<file path="src/rtl/writeback_arbiter.sv">
// Register-file write port arbiter: ALU results go straight through, long-latency results are buffered.
// The ALU has priority, a starve counter forces the FIFO head through, and hazards flag pending rd.
module writeback_arbiter #(
    parameter int DEPTH        = 2,
    parameter int STARVE_LIMIT = 4
) (
    input  logic                   clk,
    input  logic                   reset,
    input  logic                   stall,
    input  logic                   alu_valid,
    input  logic [4:0]             alu_rd,
    input  logic [31:0]            alu_data,
    output logic                   alu_hold,
    input  logic                   ls_valid,
    output logic                   ls_ready,
    input  logic [4:0]             ls_rd,
    input  logic [31:0]            ls_data,
    output logic                   write,
    output logic [4:0]             writeaddr,
    output logic [31:0]            writedata,
    input  logic [4:0]             qaddr1,
    input  logic [4:0]             qaddr2,
    input  logic [4:0]             qaddr3,
    output logic                   hazard1,
    output logic                   hazard2,
    output logic                   hazard3,
    output logic [$clog2(DEPTH):0] pending
);

    localparam int AW = $clog2(DEPTH);
    localparam int CW = AW + 1;
    localparam int SW = $clog2(STARVE_LIMIT + 1);

    logic [4:0]  r_rd   [DEPTH];
    logic [31:0] r_data [DEPTH];
    logic [AW-1:0] r_head;
    logic [AW-1:0] r_tail;
    logic [CW-1:0] r_count;
    logic [SW-1:0] r_starve;

    logic w_nonempty;
    logic w_full;
    logic w_force;
    logic w_sel_alu;
    logic w_sel_fifo;
    logic w_push;
    logic w_pop;
    logic [AW-1:0] w_off;
    logic [2:0] w_haz;

    assign w_nonempty = (r_count != '0);
    assign w_full     = (r_count == CW'(DEPTH));
    assign w_force    = w_nonempty && (r_starve == SW'(STARVE_LIMIT));
    assign w_sel_alu  = alu_valid && !w_force;
    assign w_sel_fifo = !w_sel_alu && w_nonempty;

    assign ls_ready = ~reset & ~w_full;
    // Zero-destination results are acknowledged but never stored.
    assign w_push   = ls_valid & ls_ready & (ls_rd != 5'd0);
    assign w_pop    = ~reset & w_sel_fifo & ~stall;

    assign write     = ~reset & (w_sel_alu | w_sel_fifo);
    assign alu_hold  = ~reset & w_sel_fifo & alu_valid;
    assign writeaddr = reset ? 5'd0 :
                       w_sel_alu ? alu_rd :
                       w_sel_fifo ? r_rd[r_head] : 5'd0;
    assign writedata = reset ? 32'd0 :
                       w_sel_alu ? alu_data :
                       w_sel_fifo ? r_data[r_head] : 32'd0;
    assign pending   = reset ? '0 : r_count;

    always_comb begin
        w_haz = 3'b000;
        w_off = '0;
        for (int i = 0; i < DEPTH; i++) begin
            w_off = AW'(i) - r_head;
            if ({1'b0, w_off} < r_count) begin
                if (r_rd[i] == qaddr1) w_haz[0] = 1'b1;
                if (r_rd[i] == qaddr2) w_haz[1] = 1'b1;
                if (r_rd[i] == qaddr3) w_haz[2] = 1'b1;
            end
        end
    end

    assign hazard1 = ~reset & w_haz[0] & (qaddr1 != 5'd0);
    assign hazard2 = ~reset & w_haz[1] & (qaddr2 != 5'd0);
    assign hazard3 = ~reset & w_haz[2] & (qaddr3 != 5'd0);

    always_ff @(posedge clk) begin
        if (w_push) begin
            r_rd[r_tail]   <= ls_rd;
            r_data[r_tail] <= ls_data;
        end
    end

    always_ff @(posedge clk) begin
        if (reset) begin
            r_head   <= '0;
            r_tail   <= '0;
            r_count  <= '0;
            r_starve <= '0;
        end else begin
            if (w_push) r_tail <= r_tail + AW'(1);
            if (w_pop)  r_head <= r_head + AW'(1);
            case ({w_push, w_pop})
                2'b10:   r_count <= r_count + CW'(1);
                2'b01:   r_count <= r_count - CW'(1);
                default: r_count <= r_count;
            endcase
            if (!w_nonempty || w_pop)
                r_starve <= '0;
            else if (!stall && w_sel_alu && r_starve != SW'(STARVE_LIMIT))
                r_starve <= r_starve + SW'(1);
        end
    end

endmodule

</file>
<file path="config.mk">
export PLATFORM = sky130hd
export DESIGN_NAME = writeback_arbiter
export DESIGN_NICKNAME = d
export VERILOG_FILES = /design/src/rtl/writeback_arbiter.sv
export SDC_FILE = /design/constraint.sdc
export NUM_CORES = 1
export LEC_CHECK = 0
export BUFFER_PORTS_ARGS = -buffer_cell sky130_fd_sc_hd__buf_2
export CORE_ASPECT_RATIO = 1.25
export CORE_MARGIN = 3
export CORE_UTILIZATION = 37
export DETAILED_ROUTE_END_ITERATION = 6
export PLACE_DENSITY_LB_ADDON = 0.3
export SYNTH_ARGS = -nofsm -noshare
export SYNTH_HDL_FRONTEND = slang
export SYNTH_SLANG_ARGS = --single-unit
</file>
<file path="constraint.sdc">
create_clock -name clk -period 4.5 [get_ports clk]
set_input_delay 0.45 -clock clk [delete_from_list [all_inputs] [get_ports clk]]
set_output_delay 0.45 -clock clk [all_outputs]
set_load 0.02 [all_outputs]
</file>
After elaboration in Yosys (flattened, before gate mapping)
Memory sizes are Yosys's and may differ from the RTL's. A register that Yosys moved wholly into a read port is not among the register bits.
Cells that the tools add are included.
{"block": "op_classes", "n_addsub": 7, "mul": 0, "n_div": 0, "magnitude_cmp": 2, "eq_ne": 11, "n_shift": 0, "n_mux": 22, "n_bitwise": 17, "n_reduce_logical": 17}
{"cell": "32-bit two-way mux", "count": 3}
{"cell": "5-bit equality test", "count": 6}
{"cell": "5-bit nonzero test", "count": 4}
{"cell": "5-bit two-way mux", "count": 3}
{"cell": "1-bit AND", "count": 13}
{"cell": "1-bit two-way mux", "count": 12}
{"cell": "3-bit two-way mux", "count": 2}
{"cell": "1-bit logical AND", "count": 5}
{"cell": "2-bit equality test, second input constant", "count": 2}
{"cell": "1-bit logical NOT", "count": 4}
{"cell": "1-bit by 2-bit < comparator with 1-bit output", "count": 2}
{"cell": "2-bit one-hot mux with 2 select lines", "count": 1}
{"cell": "2-bit nonzero test", "count": 2}
{"cell": "3-bit by 1-bit adder with 3-bit output, second input constant", "count": 1}
{"cell": "3-bit equality test, second input constant", "count": 1}
{"cell": "3-bit inequality test, second input constant", "count": 1}
{"cell": "1-bit inverter", "count": 3}
{"cell": "1-bit adder, second input constant", "count": 2}
{"cell": "2-bit by 1-bit adder with 2-bit output, second input constant", "count": 1}
{"cell": "2-bit by 1-bit equality test with 1-bit output, second input constant", "count": 1}
{"cell": "2-bit two-way mux", "count": 1}
{"cell": "2-bit OR reduction", "count": 1}
{"cell": "1-bit subtractor, first input constant", "count": 2}
{"cell": "2-bit by 1-bit subtractor with 2-bit output, second input constant", "count": 1}
{"cell": "2 further kinds", "count": 2}
{"block": "word_totals", "regBits": 7, "latch_bits": 0, "ramBits": 74, "rom_bits": 0, "in_bits": 94, "wordCells": 82, "memories": 2}
{"name": "r_data", "words": 2, "word_bits": 32, "read_ports": 1, "rd_clocked_by_memory_dff": 1, "wr": 1, "line": "35", "source": "logic [31:0] r_data [DEPTH];"}
{"name": "r_rd", "words": 2, "word_bits": 5, "read_ports": 3, "rd_clocked_by_memory_dff": 1, "wr": 1, "line": "34", "source": "logic [4:0] r_rd [DEPTH];"}

Logic depth before layout (Yosys ltp)
{"block": "logic_depth", "word_depth": 10, "depth_mapped": 8}

Worst setup path before layout
No wires, ideal clock.
{"block": "synth_path", "path_kind": "input port to flip-flop", "startpoint": "in reset", "endpoint": "mem r_data[1][0] (enable)", "setup_ns": 0.431, "arrival_ns": 2.827, "required_ns": 4.069, "slack_ns": 1.242, "stages": 4, "path_buffers": 1, "path_cell_list": "buf_2 a21oi_1 nand3_1 nor2_1"}
{"block": "synth_via", "elab_chain_len": 6}
{"element": "start, declared", "line": "8", "source": "input logic reset,"}
{"element": "1-bit inverter", "line": "57", "source": "assign ls_ready = ~reset & ~w_full;"}
{"element": "1-bit AND", "line": "57"}
{"element": "net ls_ready", "line": "15", "source": "output logic ls_ready,"}
{"element": "1-bit AND (2 in a row)", "line": "59", "source": "assign w_push = ls_valid & ls_ready & (ls_rd != 5'd0);"}
{"element": "1-bit two-way mux", "line": "90", "source": "if (w_push) begin"}
{"element": "1-bit two-way mux (not written as such)", "line": "92", "source": "r_data[r_tail] <= ls_data;"}
{"element": "end, declared", "line": "35"}
The timed path passes the listed nets, and every way through them passes these cells.

Worst setup path after layout
{"block": "layout_path", "startpoint": "reg r_starve[0]", "endpoint": "out writedata[19]"}
{"block": "layout_via", "elab_chain_len": 9}
{"element": "start, declared", "line": "39", "source": "logic [SW-1:0] r_starve;"}
{"element": "start signal, assigned", "line": "113", "source": "r_starve <= r_starve + SW'(1);"}
{"element": "3-bit equality test *", "line": "53", "source": "assign w_force = w_nonempty && (r_starve == SW'(STARVE_LIMIT));"}
{"element": "1-bit logical AND *", "line": "53"}
{"element": "1-bit logical NOT *", "line": "54", "source": "assign w_sel_alu = alu_valid && !w_force;"}
{"element": "1-bit logical AND *", "line": "54"}
{"element": "1-bit logical NOT", "line": "55", "source": "assign w_sel_fifo = !w_sel_alu && w_nonempty;"}
{"element": "1-bit logical AND", "line": "55"}
{"element": "32-bit two-way mux", "line": "69", "source": "w_sel_fifo ? r_data[r_head] : 32'd0;"}
{"element": "32-bit two-way mux *", "line": "68", "source": "w_sel_alu ? alu_data :"}
{"element": "32-bit two-way mux *", "line": "67", "source": "assign writedata = reset ? 32'd0 :"}
{"element": "end, declared", "line": "20", "source": "output logic [31:0] writedata,"}
Every way passes the cells marked *; elsewhere a longest branch is shown, timed or not.

==> results_dict.tcl <==
set metrics [dict create \
    setup_viol 0 \
    root_buffer "clkbuf_16" \
    syn_inst 310 \
    io_pins 139 \
    clock.fmax_mhz 330.7 \
    hold_start "ls_data[23]" \
    min_to "r_data[1][23]" \
    power_frac_clock_pct 42.1 \
    synthesis.area_sq_mm 0.004029 \
    critical_path_buf_inv_count 3 \
    synth-seq-cells 82 \
    antenna_found_initial 1 \
    grt_overflow 0 \
    hold_viol_final 0 \
    cts_sinks 82 \
    grt_pass1_wl_um 14090 \
    stdcell_area_sq_mm 0.005140 \
    cp_max_fo 25 \
    drt_wl_total_um 9162 \
    crit_family "buffers and inverters" \
    dpl_cell_area_sq_mm 0.004802 \
    crit_path_end_kind "primary output" \
    wire_per_inst_um 15.85 \
    combPwrFrac_pct 12.4 \
    yosysWarnings 0 \
    dr.first_iter.drc_count 98 \
    route.detailed.drc 0 \
    start_util_pct 38.88 \
    ant_nets 0 \
    final_common_cell "buf_2" \
    fp.dieW_um 99.34 \
    grt_max_degree 53 \
    core_sq_mm 0.01036 \
    synth_edf_count 74 \
    reg2reg_slack_ns 2.09 \
    rsz0062_at_grt "false" \
    syn_nets 407 \
    leakage_nw 2.013 \
    switching_power_w 0.0004275 \
    synth_ff_type "edfxtp_1" \
    max-vdd-ir-drop_v 0.0002296 \
    hp-class "input port to register" \
    rows 41 \
    holdPathStages 1 \
    async_reset_ff_share_pct 0 \
    seq_area_frac_synth_pct 59.13 \
    min_period_over_period_pct 67.20 \
    routed_via_density 5.090 \
    insertion_delay_ns 0.32 \
    rr_worst_depth 4 \
    post-dp-hpwl_um 6368 \
    final_nets 540 \
    required_ns 4.05 \
    postSynthAreaPerCell_sq_um 13.00 \
    finalPower_w 0.001932 \
    layout_common_cells "buf_2, edfxtp_1, nor2_1" \
    postLayoutSetupSlackWorst_ns 1.476 \
    cp_cell_sequence "inv_1 -> ha_1 -> nand2_1 -> o21a_1 -> buf_4 -> a22oi_1 -> nor2_1 -> buf_2" \
    drv_cap 0 \
    cpMaxStageDelayCell "o21a_1" \
    drt_pre_antenna_iters 4 \
    p_per_area_mw_per_mm2 375.9 \
    io_buffer_count 138 \
    post-cts-setup-buffer-count 0 \
    slew_headroom_pct 24.64 \
    period_needed_ns 3.024 \
    num-fill-cells 948 \
    path_class "register to primary output" \
    cts_repair_resize_count 0 \
    power_switching_share_pct 22.13 \
    clk_pin_slew_worst_paths_ns 0.06 \
    setup_tns_ns 0 \
    worstSetupStartpointType "register" \
    tightest_slew_ns 1.128 \
    tritoncts "done" \
    clockBufferDepth 2 \
    p_int_w 0.001505 \
    ys_types 33 \
    grt_pass1_vias 2936 \
    syn2layout_area_growth_pct 27.58 \
    p_seq_share_pct 45.5 \
    worstPathArrival_ns 2.57 \
    dp_slack_ns 1.655 \
    cts_hold_buf 0 \
    r2r_start "r_count[0]" \
    track_usage_pct 14.71 \
    fp.dieH_um 122.7 \
    drv_slew 0 \
    vias 2942 \
    finalClockSkew_ns 0.008124 \
    r2r-end "r_data[1][15]" \
    dieArea_sq_mm 0.01218 \
    place_congestion 0.8325 \
    outcome "finished, final reports clean" \
    cts_buffers 9 \
    htreeDepth 3 \
    max_stage_delay_ns 0.50 \
    drive_gt1_share_pct 43.97 \
]
per-stage QoR:
step / std cells / hold slack, ns / util, %
6_report: 578 / 0.3108 / 49.60
5_1_grt: 577 / 0.3043 / 49.58
4_1_cts: 577 / 0.2964 / 49.58
3_5_place_dp: 561 / 0.5075 / 46.34
3_3_place_gp: 561 / 0.5048 / 46.34
2_1_floorplan: 310 / 0.4789 / -
cells in the mapped netlist (3+ instances only):
master / count / area, sq um
buf_6: 3 / 33.78
dfxtp_1: 8 / 160.2
inv_1: 5 / 18.77
xnor2_1: 12 / 105.1
buf_2: 10 / 50.05
a22oi_1: 37 / 277.8
edfxtp_1: 74 / 2222
a21oi_1: 4 / 20.02
xor2_1: 23 / 201.4
ha_1: 3 / 37.54
buf_1: 3 / 11.26
nor2_1: 51 / 191.4
nand3_1: 7 / 35.03
a221oi_1: 3 / 26.28
nor4_1: 6 / 37.54
mux2_2: 37 / 416.7
nor3_1: 5 / 25.02
worst max-delay path by stage:
stage                      startpoint       endpoint  slack, ns  cells past startpoint
after floorplan                 reset   r_data[1][0]       1.24                      4
after detailed placement        reset  r_data[1][20]       1.65                      4
after global placement          reset  r_data[0][26]       1.79                      5
final                     r_starve[0]  writedata[19]       1.48                      8
after CTS                 r_starve[0]   writedata[7]       1.41                      8
after global routing      r_starve[0]   writedata[9]       1.25                      8
flip-flops by register name, indices dropped and copies added, names as in the netlist, named ones only:
| signal | flops |
|---|---|
| r_rd | 10 |
| r_data | 64 |
| r_count | 2 |
| r_head | 1 |
| r_tail | 1 |
| r_starve | 3 |
power groups by stage:
| stage | sequential, W | clock, W | combinational [W] |
|---|---|---|---|
| 5_1_grt | 0.000882 | 0.000860 | 0.000264 |
| 3_3_place_gp | 0.000894 | 0 | 0.000236 |
| 2_1_floorplan | 0.000886 | 0 | 0.000153 |
| 3_5_place_dp | 0.000895 | 0 | 0.000242 |
| 6_report | 0.000879 | 0.000814 | 0.000240 |
| 4_1_cts | 0.000879 | 0.000833 | 0.000244 |
logic make-up after synthesis:
kind of cell	after synthesis	share of synthesized area (%)
compound gates	51	9.970
fa+ha+maj	3	0.9318
xor+xnor	35	7.609
flops	82	59.13
simple gates	78	8.758
mux	38	10.59
buf+inv	23	3.013
routing by layer:
metal | up-vias | global-route usage [%] | wire (um) | share of wire (%)
li1 | 1432 | - | - | -
met1 | 1389 | 17.22 | 3712 | 41
met2 | 97 | 25.67 | 4643 | 51
met3 | 22 | 3.752 | 551 | 6.0
met4 | 2 | 5.978 | 246 | 2.7
met5 | - | 0 | 7 | 0.076
layout make-up:
cell class | count | area (sq um) | area share [%]
clock inverters | 5 | 102.6 | 1.996
well taps | 129 | 161.4 | 3.140
clock buffers | 11 | 232.7 | 4.528
flip-flops and latches | 82 | 2384 | 46.37
diodes | 1 | 2.502 | 0.04869
inverters | 5 | 18.77 | 0.3651
multi-input cells | 205 | 1533 | 29.82
repair buffers | 140 | 705.7 | 13.73
(Power assumes the default switching activity.)
